<file path="config.mk">
export PLATFORM = sky130hd
export DESIGN_NAME = game_tick_scheduler
export DESIGN_NICKNAME = d
export VERILOG_FILES = /design/src/rtl/game_timing_pkg.sv /design/src/rtl/rate_enable_gen.sv /design/src/rtl/game_tick_scheduler.sv
export SDC_FILE = /design/constraint.sdc
export NUM_CORES = 1
export LEC_CHECK = 0
export CORE_AREA = 10 10 117 162
export DETAILED_ROUTE_END_ITERATION = 8
export DIE_AREA = 0 0 127 172
export GPL_TIMING_DRIVEN = 0
export PLACE_DENSITY = 0.7
export REMOVE_ABC_BUFFERS = 1
export SYNTH_ARGS = -nofsm -noshare
export SYNTH_HDL_FRONTEND = slang
export SYNTH_HIERARCHICAL = 1
export SYNTH_SLANG_ARGS = --single-unit
</file>
<file path="constraint.sdc">
create_clock -name clk -period 7.21 [get_ports clk]
set_input_delay 1.8025 -clock clk [delete_from_list [all_inputs] [get_ports clk]]
set_output_delay 1.8025 -clock clk [all_outputs]
set_load 0.1 [all_outputs]
</file>
<file path="src/rtl/game_timing_pkg.sv">
// Shared timing constants and sequencer state type for the game tick scheduler.
package game_timing_pkg;

  localparam int unsigned CNT_W            = 26;
  localparam int unsigned PIX_DIV          = 4;
  localparam int unsigned SCAN_CYCLES      = 250_000;
  localparam int unsigned BASE_TICK_CYCLES = 50_000_000;
  localparam int unsigned TIMEOUT_CYCLES   = 1024;
  localparam int unsigned OVERRUN_MAX      = 255;

  typedef enum logic [2:0] {
    StIdle,
    StPacGo,
    StPacWait,
    StGhostGo,
    StGhostWait,
    StCollGo,
    StCollWait,
    StDone
  } sched_state_t;

  // Game tick period for a given speed setting: logical right shift of the base period.
  function automatic logic [CNT_W-1:0] tick_period_of(input int unsigned base,
                                                      input logic [1:0] speed);
    logic [CNT_W-1:0] base_w;
    base_w = CNT_W'(base);
    return base_w >> speed;
  endfunction

endpackage

</file>
<file path="src/rtl/rate_enable_gen.sv">
// Free-running modulo counter producing a one-cycle enable strobe every `period` cycles.
module rate_enable_gen
  import game_timing_pkg::*;
(
  input  logic             clk,
  input  logic             rst,
  input  logic [CNT_W-1:0] period,
  input  logic             hold,
  output logic             pulse
);

  logic [CNT_W-1:0] cnt_q;
  logic [CNT_W-1:0] cnt_d;
  logic             at_last;

  assign at_last = (cnt_q == period - 1'b1);

  always_comb begin
    cnt_d = cnt_q;
    if (!hold) begin
      cnt_d = at_last ? '0 : cnt_q + 1'b1;
    end
  end

  always_ff @(posedge clk) begin
    if (rst) begin
      cnt_q <= '0;
    end else begin
      cnt_q <= cnt_d;
    end
  end

  assign pulse = at_last & ~hold;

endmodule

</file>
<file path="src/rtl/game_tick_scheduler.sv">
// Generates pixel/scan/game-tick enables and sequences the per-tick update phases
// (Pac-Man, ghosts, collision) through go/done handshakes with a timeout.
module game_tick_scheduler #(
  parameter int unsigned PIX_DIV          = game_timing_pkg::PIX_DIV,
  parameter int unsigned SCAN_CYCLES      = game_timing_pkg::SCAN_CYCLES,
  parameter int unsigned BASE_TICK_CYCLES = game_timing_pkg::BASE_TICK_CYCLES,
  parameter int unsigned TIMEOUT_CYCLES   = game_timing_pkg::TIMEOUT_CYCLES
) (
  input  logic       clk,
  input  logic       rst,
  input  logic [1:0] speed,
  input  logic       pause,
  input  logic       pac_done,
  input  logic       ghost_done,
  input  logic       coll_done,
  output logic       pix_en,
  output logic       scan_en,
  output logic       tick_en,
  output logic       pac_go,
  output logic       ghost_go,
  output logic       coll_go,
  output logic       frame_done,
  output logic       busy,
  output logic       timeout_err,
  output logic [7:0] overrun_cnt
);

  import game_timing_pkg::*;

  localparam int unsigned      TMO_W       = (TIMEOUT_CYCLES > 2) ? $clog2(TIMEOUT_CYCLES) : 1;
  localparam logic [TMO_W-1:0] TMO_LAST    = TMO_W'(TIMEOUT_CYCLES - 1);
  localparam logic [7:0]       OVR_MAX     = 8'(OVERRUN_MAX);
  localparam logic [CNT_W-1:0] PIX_PERIOD  = CNT_W'(PIX_DIV);
  localparam logic [CNT_W-1:0] SCAN_PERIOD = CNT_W'(SCAN_CYCLES);

  sched_state_t     state_q;
  logic [1:0]       speed_q;
  logic [CNT_W-1:0] tick_period;
  logic [TMO_W-1:0] tmo_q;
  logic             tmo_last;
  logic [7:0]       overrun_q;
  logic             timeout_err_q;
  logic             pac_go_q;
  logic             ghost_go_q;
  logic             coll_go_q;
  logic             frame_done_q;
  logic             busy_q;

  assign tick_period = tick_period_of(BASE_TICK_CYCLES, speed_q);
  assign tmo_last    = (tmo_q == TMO_LAST);

  rate_enable_gen u_pix (
    .clk    (clk),
    .rst    (rst),
    .period (PIX_PERIOD),
    .hold   (1'b0),
    .pulse  (pix_en)
  );

  rate_enable_gen u_scan (
    .clk    (clk),
    .rst    (rst),
    .period (SCAN_PERIOD),
    .hold   (1'b0),
    .pulse  (scan_en)
  );

  rate_enable_gen u_tick (
    .clk    (clk),
    .rst    (rst),
    .period (tick_period),
    .hold   (pause),
    .pulse  (tick_en)
  );

  always_ff @(posedge clk) begin
    if (rst) begin
      state_q       <= StIdle;
      speed_q       <= speed;
      tmo_q         <= '0;
      overrun_q     <= '0;
      timeout_err_q <= 1'b0;
      pac_go_q      <= 1'b0;
      ghost_go_q    <= 1'b0;
      coll_go_q     <= 1'b0;
      frame_done_q  <= 1'b0;
      busy_q        <= 1'b0;
    end else begin
      pac_go_q     <= 1'b0;
      ghost_go_q   <= 1'b0;
      coll_go_q    <= 1'b0;
      frame_done_q <= 1'b0;

      // tick_en only fires on wrap, so a new speed applies from the next period.
      if (tick_en) begin
        speed_q <= speed;
      end
      if (tick_en && (state_q != StIdle) && (overrun_q != OVR_MAX)) begin
        overrun_q <= overrun_q + 1'b1;
      end

      case (state_q)
        StIdle: begin
          if (tick_en) begin
            state_q  <= StPacGo;
            pac_go_q <= 1'b1;
            busy_q   <= 1'b1;
          end
        end
        StPacGo: begin
          state_q <= StPacWait;
          tmo_q   <= '0;
        end
        StPacWait: begin
          if (pac_done || tmo_last) begin
            state_q    <= StGhostGo;
            ghost_go_q <= 1'b1;
            if (!pac_done) timeout_err_q <= 1'b1;
          end else begin
            tmo_q <= tmo_q + 1'b1;
          end
        end
        StGhostGo: begin
          state_q <= StGhostWait;
          tmo_q   <= '0;
        end
        StGhostWait: begin
          if (ghost_done || tmo_last) begin
            state_q   <= StCollGo;
            coll_go_q <= 1'b1;
            if (!ghost_done) timeout_err_q <= 1'b1;
          end else begin
            tmo_q <= tmo_q + 1'b1;
          end
        end
        StCollGo: begin
          state_q <= StCollWait;
          tmo_q   <= '0;
        end
        StCollWait: begin
          if (coll_done || tmo_last) begin
            state_q      <= StDone;
            frame_done_q <= 1'b1;
            if (!coll_done) timeout_err_q <= 1'b1;
          end else begin
            tmo_q <= tmo_q + 1'b1;
          end
        end
        StDone: begin
          state_q <= StIdle;
          busy_q  <= 1'b0;
        end
        default: begin
          state_q <= StIdle;
          busy_q  <= 1'b0;
        end
      endcase
    end
  end

  assign pac_go      = pac_go_q;
  assign ghost_go    = ghost_go_q;
  assign coll_go     = coll_go_q;
  assign frame_done  = frame_done_q;
  assign busy        = busy_q;
  assign timeout_err = timeout_err_q;
  assign overrun_cnt = overrun_q;

endmodule
</file>
==> summary by stage, run 1 <==
Setup path
In this run the critical register-to-register path is launched from speed_q[0]$_DFFE_PP_. The delay of the slowest cell on the worst path is approximately 760 ps. The endpoint arrival time on the critical path is 4990 ps. For this design, the slowest cell found on the critical path is sky130_fd_sc_hd__dlymetal6s2s_1. The startpoint-to-endpoint class of the critical path is register to primary output. The sum of buffers and inverters on the critical path is 4.

The worst setup path is captured at a primary output. Data on the critical path is required at its endpoint by 5410 ps. The maximum fanout count along the critical path is 10.

The kind of cell adding the most delay to the critical path is simple AND/OR/NAND/NOR gates. Counting cells, the worst reg-to-reg path comes to 15. The critical path launch point type is a register.

The endpoint identified for the worst register-to-register timing path is overrun_cnt[7]$_SDFFE_PP0P_. Traced cell by cell, the critical path runs through inv_1 > nand2_1 > inv_1 > or4_1 > nor4_1 > xnor2_1 > or4_1 > nor3_1 > nand4_1 > nor4_2 > buf_4 > dlymetal6s2s_1. The worst reg-to-reg setup slack is roughly 2100 ps.

Power
The design draws about 1.4 mW. The total power divided by cell area is 134 mW/mm^2. The maximum vdd ir drop is between 0.1 and 0.15 mV. Summed over all cells, the static leakage comes to 3.78 nW.

Timing
The number of hold violations in the final report came to 0. The worst slew slack as a fraction of its limit is 32.4%. Clock skew on the completed layout was measured at 10.4 ps. The final worst setup slack is 419 ps.

The fmax is 0.147 GHz. Setup repair after global routing left no endpoint under its margin. The share of the clock period used by the worst path after layout is 94.2%. The transition at the pin with the smallest max-transition slack is between 1000 and 1500 ps. The final number of setup-violating endpoints is 0.

The worst path in the final design needs a cycle of about 6800 ps, including I/O delays and setup. The final-report max-slew violation count was 0.

CTS
The number of setup buffers added after CTS is 0. The maximum clock path buffer count is 2. The number of CTS-inserted buffers is 9. CTS built an H-tree with a depth of 3. After clock tree synthesis, the clock-pin slew on the worst setup and hold paths is 80 ps. The number of cells upsized or downsized after cts is 0.

The worst-skew pair later-pin latency is 360 ps. CTS placed an instance of sky130_fd_sc_hd__clkbuf_16 at the clock tree root. The TritonCTS sink count is 107. Buffers inserted to repair hold after CTS numbered 0. TritonCTS built the clock tree.

Logic synthesis
The post-synthesis register bit count is 107. After synthesis, flip-flops and latches occupy 25.0% of the total area. Yosys printed 6 warnings. Yosys mapped a number of flops with a built-in enable equal to 2.

The synthesized area is 0.00863 sq mm. The fraction of synthesis flops using an asynchronous set or reset pin is 0%. Among all flip-flop cells after synthesis, the most frequent one is sky130_fd_sc_hd__dfxtp_1. The count of mapped cells out of synthesis is 1050. Summed over all instances, the cell type with the most area after synthesis is sky130_fd_sc_hd__dfxtp_1. After synthesis, the cell types taking the most area are sky130_fd_sc_hd__dfxtp_1 (24%), sky130_fd_sc_hd__xor2_1 (9.0%), sky130_fd_sc_hd__xnor2_1 (7.4%), sky130_fd_sc_hd__nor3_2 (7.0%), sky130_fd_sc_hd__nor2_1 (3.5%). After synthesis, the mean cell area works out to 8.22 sq um.

The fraction of synthesized cell area taken by the top area cell type is 24.4%. The number of distinct library cells after synthesis is between 60 and 70.

Floorplanning
Measured along the x axis, the die boundary spans 127 microns. From bottom edge to top edge, the die measures 172 microns. The I/O pin count is 25.

The core outline area is 0.0160 sq mm. The starting density of the core is 54.1%. The floorplan has 55 rows. The overall die area is 0.0218 sq mm.

Layout
The filler cell count is 1473. The post-layout instance count excluding filler cells is roughly 1500. The layout net count is 1308.

The number of antenna diodes in the final layout is 0. The area growth from synthesis to final layout is 18.2%. The ratio of cells with drive above 1 in the final layout is about a tenth.

Global route
Entering global routing, the biggest net connects 67 pins. The initial antenna violation count is 0. The via count of the first global-routing pass was between 7000 and 8000.

Across every metal layer, demand over resource in global routing totals 17.9%. After global routing the overflow that remains totals 0. The wire length of the first global-routing pass is 33800 microns.

Place
Once placement completed, the tool counted placed cells totaling 1480. The half-perimeter wire length after placement is about 15000 microns. The worst slack at placement is roughly 410 ps. Input and output buffers added on the ports amount to 24.

The placer's final routability congestion estimate is 0.940.

Hold path
The path class of the tightest hold or removal check is register to register. The worst hold path terminates at timeout_err$_SDFFE_PP0P_. The cell depth of the worst hold path is 2. In this run the most critical hold path is launched from timeout_err$_SDFFE_PP0P_.

Route
Once detail routing completed, the nets flagged for antenna violations numbered 0. The number of remaining DRC errors is 0. After detailed routing, the number of vias per cell comes to 5.34. The DRC marker count from the first detailed-route iteration is 402. The detailed-route via count is 7995. The detailed-route wire length per cell is 13.1 microns.

The wire length after detailed routing is 19600 microns. The number of iterations in the first detailed-routing pass is 5.

Run
Across the run, the number of max-cap violations was 0.

Run status
The run finished with clean final reports.
tightest hold or removal path: cells and delay by family, from the launching register on:
family                 cells  cell delay [ps]
AO/OA/AOI/OAI              1               50
buffers and inverters      1               50
flip-flops                 1              320
synth_stat cells, drive strengths merged, types with 7 or more instances:
cell / n
nor2b: 16
xnor2: 73
dfxtp: 105
o31ai: 23
nor2: 81
or3: 12
nand4b: 12
nor3b: 11
or4: 41
nand2b: 18
or2: 8
inv: 32
o21ai: 20
xor2: 89
buf: 24
o211ai: 7
ha: 8
a311oi: 9
nor3: 106
clkbuf: 39
a31oi: 11
o22ai: 7
and4: 13
a2111oi: 15
nor4: 36
nand3: 40
o311ai: 10
nand2: 60
a21oi: 16
nand4: 29
worst max-delay path by stage:
stage / startpoint / endpoint / cells after the start
after global placement: speed_q[0]$_DFFE_PP_ / tick_en / 10
after detailed placement: speed_q[0]$_DFFE_PP_ / tick_en / 12
after CTS: speed_q[0]$_DFFE_PP_ / tick_en / 12
after global routing: speed_q[0]$_DFFE_PP_ / tick_en / 12
after floorplan: speed_q[0]$_DFFE_PP_ / tick_en / 9
final: speed_q[0]$_DFFE_PP_ / tick_en / 12
final cells by class:
class                   count  area [sq um]  area share, %
repair buffers             32           358           3.51
clock buffers               9           225           2.21
multi-input cells        1110          6990           68.5
clock inverters             7           103           1.01
well taps                 199           249           2.44
inverters                  32           120           1.18
flip-flops and latches    107          2160           21.2
state kept, by name (all words and copies together), names as in the netlist:
signal and flops:
speed_q 2, coll_go 1, state_q 3, u_pix/cnt_q 26, busy 1, tmo_q 10
u_scan/cnt_q 26, frame_done 1, u_tick/cnt_q 26, overrun_cnt 8, pac_go 1, ghost_go 1
timeout_err 1
placed cells by master (no fill, tap or decap), types with 5 or more instances in the layout:
master / netlist / final
sky130_fd_sc_hd__or3b_2: 6 / 6
sky130_fd_sc_hd__and4_1: 13 / 13
sky130_fd_sc_hd__dfxtp_1: 105 / 105
sky130_fd_sc_hd__or2_2: 8 / 8
sky130_fd_sc_hd__clkbuf_16: 0 / 9
sky130_fd_sc_hd__o21ai_0: 20 / 20
sky130_fd_sc_hd__mux2i_1: 5 / 5
sky130_fd_sc_hd__a22oi_1: 6 / 6
sky130_fd_sc_hd__a2111oi_0: 15 / 15
sky130_fd_sc_hd__ha_1: 8 / 8
sky130_fd_sc_hd__nand4_1: 29 / 29
sky130_fd_sc_hd__nor3_2: 60 / 60
sky130_fd_sc_hd__o22ai_1: 7 / 7
sky130_fd_sc_hd__and3_1: 5 / 5
sky130_fd_sc_hd__a311oi_1: 9 / 9
sky130_fd_sc_hd__a21oi_1: 16 / 16
sky130_fd_sc_hd__nor2b_1: 16 / 16
sky130_fd_sc_hd__inv_1: 32 / 32
sky130_fd_sc_hd__clkdlybuf4s50_1: 0 / 22
sky130_fd_sc_hd__nand2b_1: 18 / 18
sky130_fd_sc_hd__xor2_1: 89 / 89
sky130_fd_sc_hd__conb_1: 2 / 264
sky130_fd_sc_hd__or4_1: 35 / 35
sky130_fd_sc_hd__or4_4: 6 / 6
sky130_fd_sc_hd__or3_1: 12 / 12
sky130_fd_sc_hd__xnor2_1: 73 / 73
sky130_fd_sc_hd__a31oi_1: 11 / 11
sky130_fd_sc_hd__nand2_1: 60 / 60
sky130_fd_sc_hd__nor2_1: 81 / 81
sky130_fd_sc_hd__nand3_1: 40 / 40
sky130_fd_sc_hd__nor3_1: 46 / 46
sky130_fd_sc_hd__o311ai_0: 10 / 10
sky130_fd_sc_hd__nand4b_1: 12 / 12
sky130_fd_sc_hd__nor4_1: 32 / 31
sky130_fd_sc_hd__o211ai_1: 7 / 7
sky130_fd_sc_hd__o31ai_1: 23 / 23
sky130_fd_sc_hd__nor3b_1: 10 / 10
metrics by stage:
| stage | hold slack [ps] | area [sq um] | TNS, ps | utilization, % |
|---|---|---|---|---|
| 5_1_grt | 481 | 10200 | 0 | 63.9 |
| 6_report | 451 | 10200 | 0 | 63.9 |
| 3_3_place_gp | 434 | 9750 | -2030 | 61.1 |
| 2_1_floorplan | 426 | 9270 | -1030 | - |
| 3_5_place_dp | 442 | 9880 | 0 | 61.9 |
| 4_1_cts | 457 | 10200 | 0 | 63.9 |
metal layers:
metal  vias up  share of wire (%)  GRT usage, %
met5         -                  0             0
met4         0                1.9          5.76
met3        31                2.6          2.27
met2       132                 52          33.2
met1      3698                 44          20.7
li1       4134                  -             -
kinds of logic after synthesis:
group,after synthesis,share of synthesized area (%)
XOR/XNOR,162,16.4
AND/OR/NAND/NOR,510,37.3
multiplexers,6,0.710
AO/OA/AOI/OAI,160,13.8
other,2,0.0870
adder cells (fa/ha/maj),8,1.16
buffers and inverters,95,5.45
flip-flops,107,25.0
power breakdown:
part | total [mW] | internal [mW] | switching (mW)
Combinational | 0.207 | 0.0766 | 0.131
Sequential | 0.626 | 0.603 | 0.0226
Clock | 0.538 | 0.283 | 0.255
(Power assumes the default switching activity.)
==> inputs of run 2 (changes only) <==
- ABC_AREA: default -> 0
- GPL_TIMING_DRIVEN: 0 -> default
==> summary by stage, run 2 (synthesis results as in run 1) <==
Timing
Subtracting the final worst setup slack from the clock period gives 6030 ps. Clock skew on the completed layout was measured at 13.0 ps. The final number of setup-violating endpoints is 0.

The worst slew slack as a fraction of its limit is 24.0%. Derived from the worst setup path, the maximum achievable clock frequency is 0.166 GHz. The final-report max-slew violation count is 0. The number of hold violations in the final report is 0.

Final hold analysis gives a worst-case slack of 476 ps. The transition at the pin with the smallest max-transition slack is 1130 ps. After layout, the worst path uses a little over four fifths of the clock period. Setup repair after global routing left no endpoint under its margin.

Floorplanning
The die is 172 microns tall. The starting density of the core is a little over half. The cell row count is 55. The die width is 127 microns.

In this run the standard cell core region covers 0.0160 sq mm. During I/O placement, the number of pins put on the boundary was 25. The overall die area is 0.0218 sq mm.

Route
The topmost layer with routed signal wires is met4. After detailed routing, the total wire length is 20100 microns. In the final routing, the length of wire on met1 measures about 8900 microns.

The detailed-route wire length per cell is 13.4 microns. In this run, the number of DRC markers left after iteration 0 of detailed routing was 410. The detailed-route via count is about 7900. The number of iterations in the first detailed-routing pass is 5.

The number of remaining DRC errors is 0. Using the TritonRoute via totals, the vias-per-cell ratio works out to 5.28. The length of routed met2 wiring is 10300 microns. The count of nets left with antenna violations once routing finished came out at 0. The routed length on met3 is 416 microns.

Setup path
The endpoint identified for the worst register-to-register timing path is overrun_cnt[5]$_SDFFE_PP0P_. The worst setup path is launched from a register. The worst setup path is captured at a primary output. The critical path in this run is classified as register to primary output. For flop-to-flop paths, the worst setup slack is 2350 ps.

The required arrival time at the worst endpoint is approximately 5400 ps. The endpoint arrival time on the critical path is about 4200 ps. In this run the worst path has a maximum fanout of 15. The number of cell instances on the worst register-to-register path is 14. The worst register-to-register path begins at speed_q[0]$_DFFE_PP_.

Place
The number of input and output port buffers inserted is 24. The half-perimeter wire length after placement is 15300 microns. Routability-driven placement finished with a final weighted congestion of 0.937.

In this run the cell area measured after placement is 0.00979 sq mm.

Hold path
The path class of the tightest hold or removal check is register to register. The worst hold path startpoint is tmo_q[9]$_SDFFE_PP0P_. The cell depth of the worst hold path is 1.

The path with the worst hold slack has its endpoint at tmo_q[9]$_SDFFE_PP0P_.

Global route
Global routing consumed, over all layers together, 18.6% of the routing resources. The via count of the first global-routing pass is 7497. The pin count of the biggest net entering global routing is 56. The initial antenna violation count is 0. The wire length of the first global-routing pass is approximately 35000 microns.

Summed over all layers, the global routing overflow is 0.

Layout
The library cells used most frequently in the layout, excluding fill and tap cells, are sky130_fd_sc_hd__conb_1 (264), sky130_fd_sc_hd__dfxtp_1 (105), sky130_fd_sc_hd__xor2_1 (89). The area growth from synthesis to final layout is 17.2%. The layout has 1499 filler cells.

Leaving out fill and tap cells, the most frequent cell in the layout is sky130_fd_sc_hd__conb_1. The sequential cells in the finished layout cover a total of roughly 0.0022 sq mm. The layout net count is around 1300.

The multi-input logic area is 0.00699 sq mm. Of the cells placed in the final design, the portion with a size suffix greater than 1 is 9.58%. 0 antenna diodes ended up in the layout.

In the final layout, the registers with the most flip-flops are u_pix/cnt_q (26), u_scan/cnt_q (26), u_tick/cnt_q (26). The area of all placed cells without fillers is about 0.01 sq mm.

CTS
The cts-stage hold buffer count is 0. The worst-skew pair later-pin latency is about 360 ps. CTS placed an instance of sky130_fd_sc_hd__clkbuf_16 at the clock tree root. The clock transition time at the flip-flop clock pins of the worst setup and hold paths is 80 ps. In this run the post-CTS setup repair buffer count came out at 0. Gates resized during post-CTS repair numbered 0.

The number of clock buffers added by TritonCTS is 9. The CTS H-tree depth is 3. The clock drives around 110 sinks. The maximum clock path buffer count is 2. The CTS tree is done.

Power
The total power divided by cell area is 136 mW/mm^2. The sequential share of power is approximately 46%. The fraction of power spent switching nets is between 20% and 30%.

The fraction of power consumed by the clock network is 39.3%. The internal portion of the total power is 0.962 mW. The analysis attributes to net switching a power of 0.410 mW.

The maximum vdd ir drop is roughly 0.12 mV. The share of power burned in combinational logic is 15.1%. The static leakage is 3.73 nW.

Run
Max-cap violations in this run came to 0.

Run status
The run finished with clean final reports.
-- run 2: cell types whose count changed in the layout (fill, tap and decap cells not counted), sizes merged --
cell,previous run,this run
buf,9,7
clkinv,3,1
dlymetal6s2s,1,0
inv,35,37
-- run 2: metrics by stage --
step	power, mW	cells	utilization [%]	setup TNS, ps	worst slack [ps]
after floorplan	0.787	1249	-	-1030	-488
after global routing	1.44	1493	63.4	0	945
after global placement	0.835	1477	61.3	0	1590
after detailed placement	0.836	1477	61.3	0	1620
after CTS	1.38	1493	63.4	0	1200
final	1.37	1493	63.4	0	1180
-- run 2: critical path: stages, from the launching register on --
cell	delay, ps
sky130_fd_sc_hd__edfxtp_1	520
sky130_fd_sc_hd__nand2_1	390
sky130_fd_sc_hd__inv_1	310
sky130_fd_sc_hd__or4_1	710
sky130_fd_sc_hd__nor4_1	330
sky130_fd_sc_hd__xnor2_1	130
sky130_fd_sc_hd__or4_1	480
sky130_fd_sc_hd__nor3_1	140
sky130_fd_sc_hd__nand4_1	130
sky130_fd_sc_hd__nor4_2	220
sky130_fd_sc_hd__buf_4	200
sky130_fd_sc_hd__buf_4	300
-- run 2: area by class of cell --
class,instances,area share (%)
Sequential cell,107,21.4
Clock inverter,7,0.989
Timing Repair Buffer,29,2.70
Tap cell,199,2.46
Clock buffer,9,2.23
Multi-Input combinational cell,1110,69.1
Inverter,32,1.19
-- run 2: worst max path at each step --
stage	startpoint	to	slack [ps]	depth (start not counted)
after floorplan	speed_q[0]$_DFFE_PP_	tick_en	-490	9
after global placement	speed_q[0]$_DFFE_PP_	tick_en	1590	11
after detailed placement	speed_q[0]$_DFFE_PP_	tick_en	1620	11
after CTS	speed_q[0]$_DFFE_PP_	tick_en	1200	11
after global routing	speed_q[0]$_DFFE_PP_	tick_en	940	11
final	speed_q[0]$_DFFE_PP_	tick_en	1180	11
-- run 2: power groups by stage --
stage          sequential (mW)  combinational (mW)  clock [mW]
2_1_floorplan            0.640               0.148           0
3_3_place_gp             0.638               0.197           0
3_5_place_dp             0.639               0.198           0
4_1_cts                  0.625               0.199       0.553
5_1_grt                  0.628               0.237       0.575
6_report                 0.625               0.208       0.540
-- run 2: routing by layer --
| metal | global-route usage (%) | vias up |
|---|---|---|
| met5 | 0 | - |
| met4 | 7.59 | 0 |
| met3 | 2.33 | 39 |
| met2 | 33.5 | 81 |
| met1 | 21.8 | 3646 |
| li1 | - | 4121 |
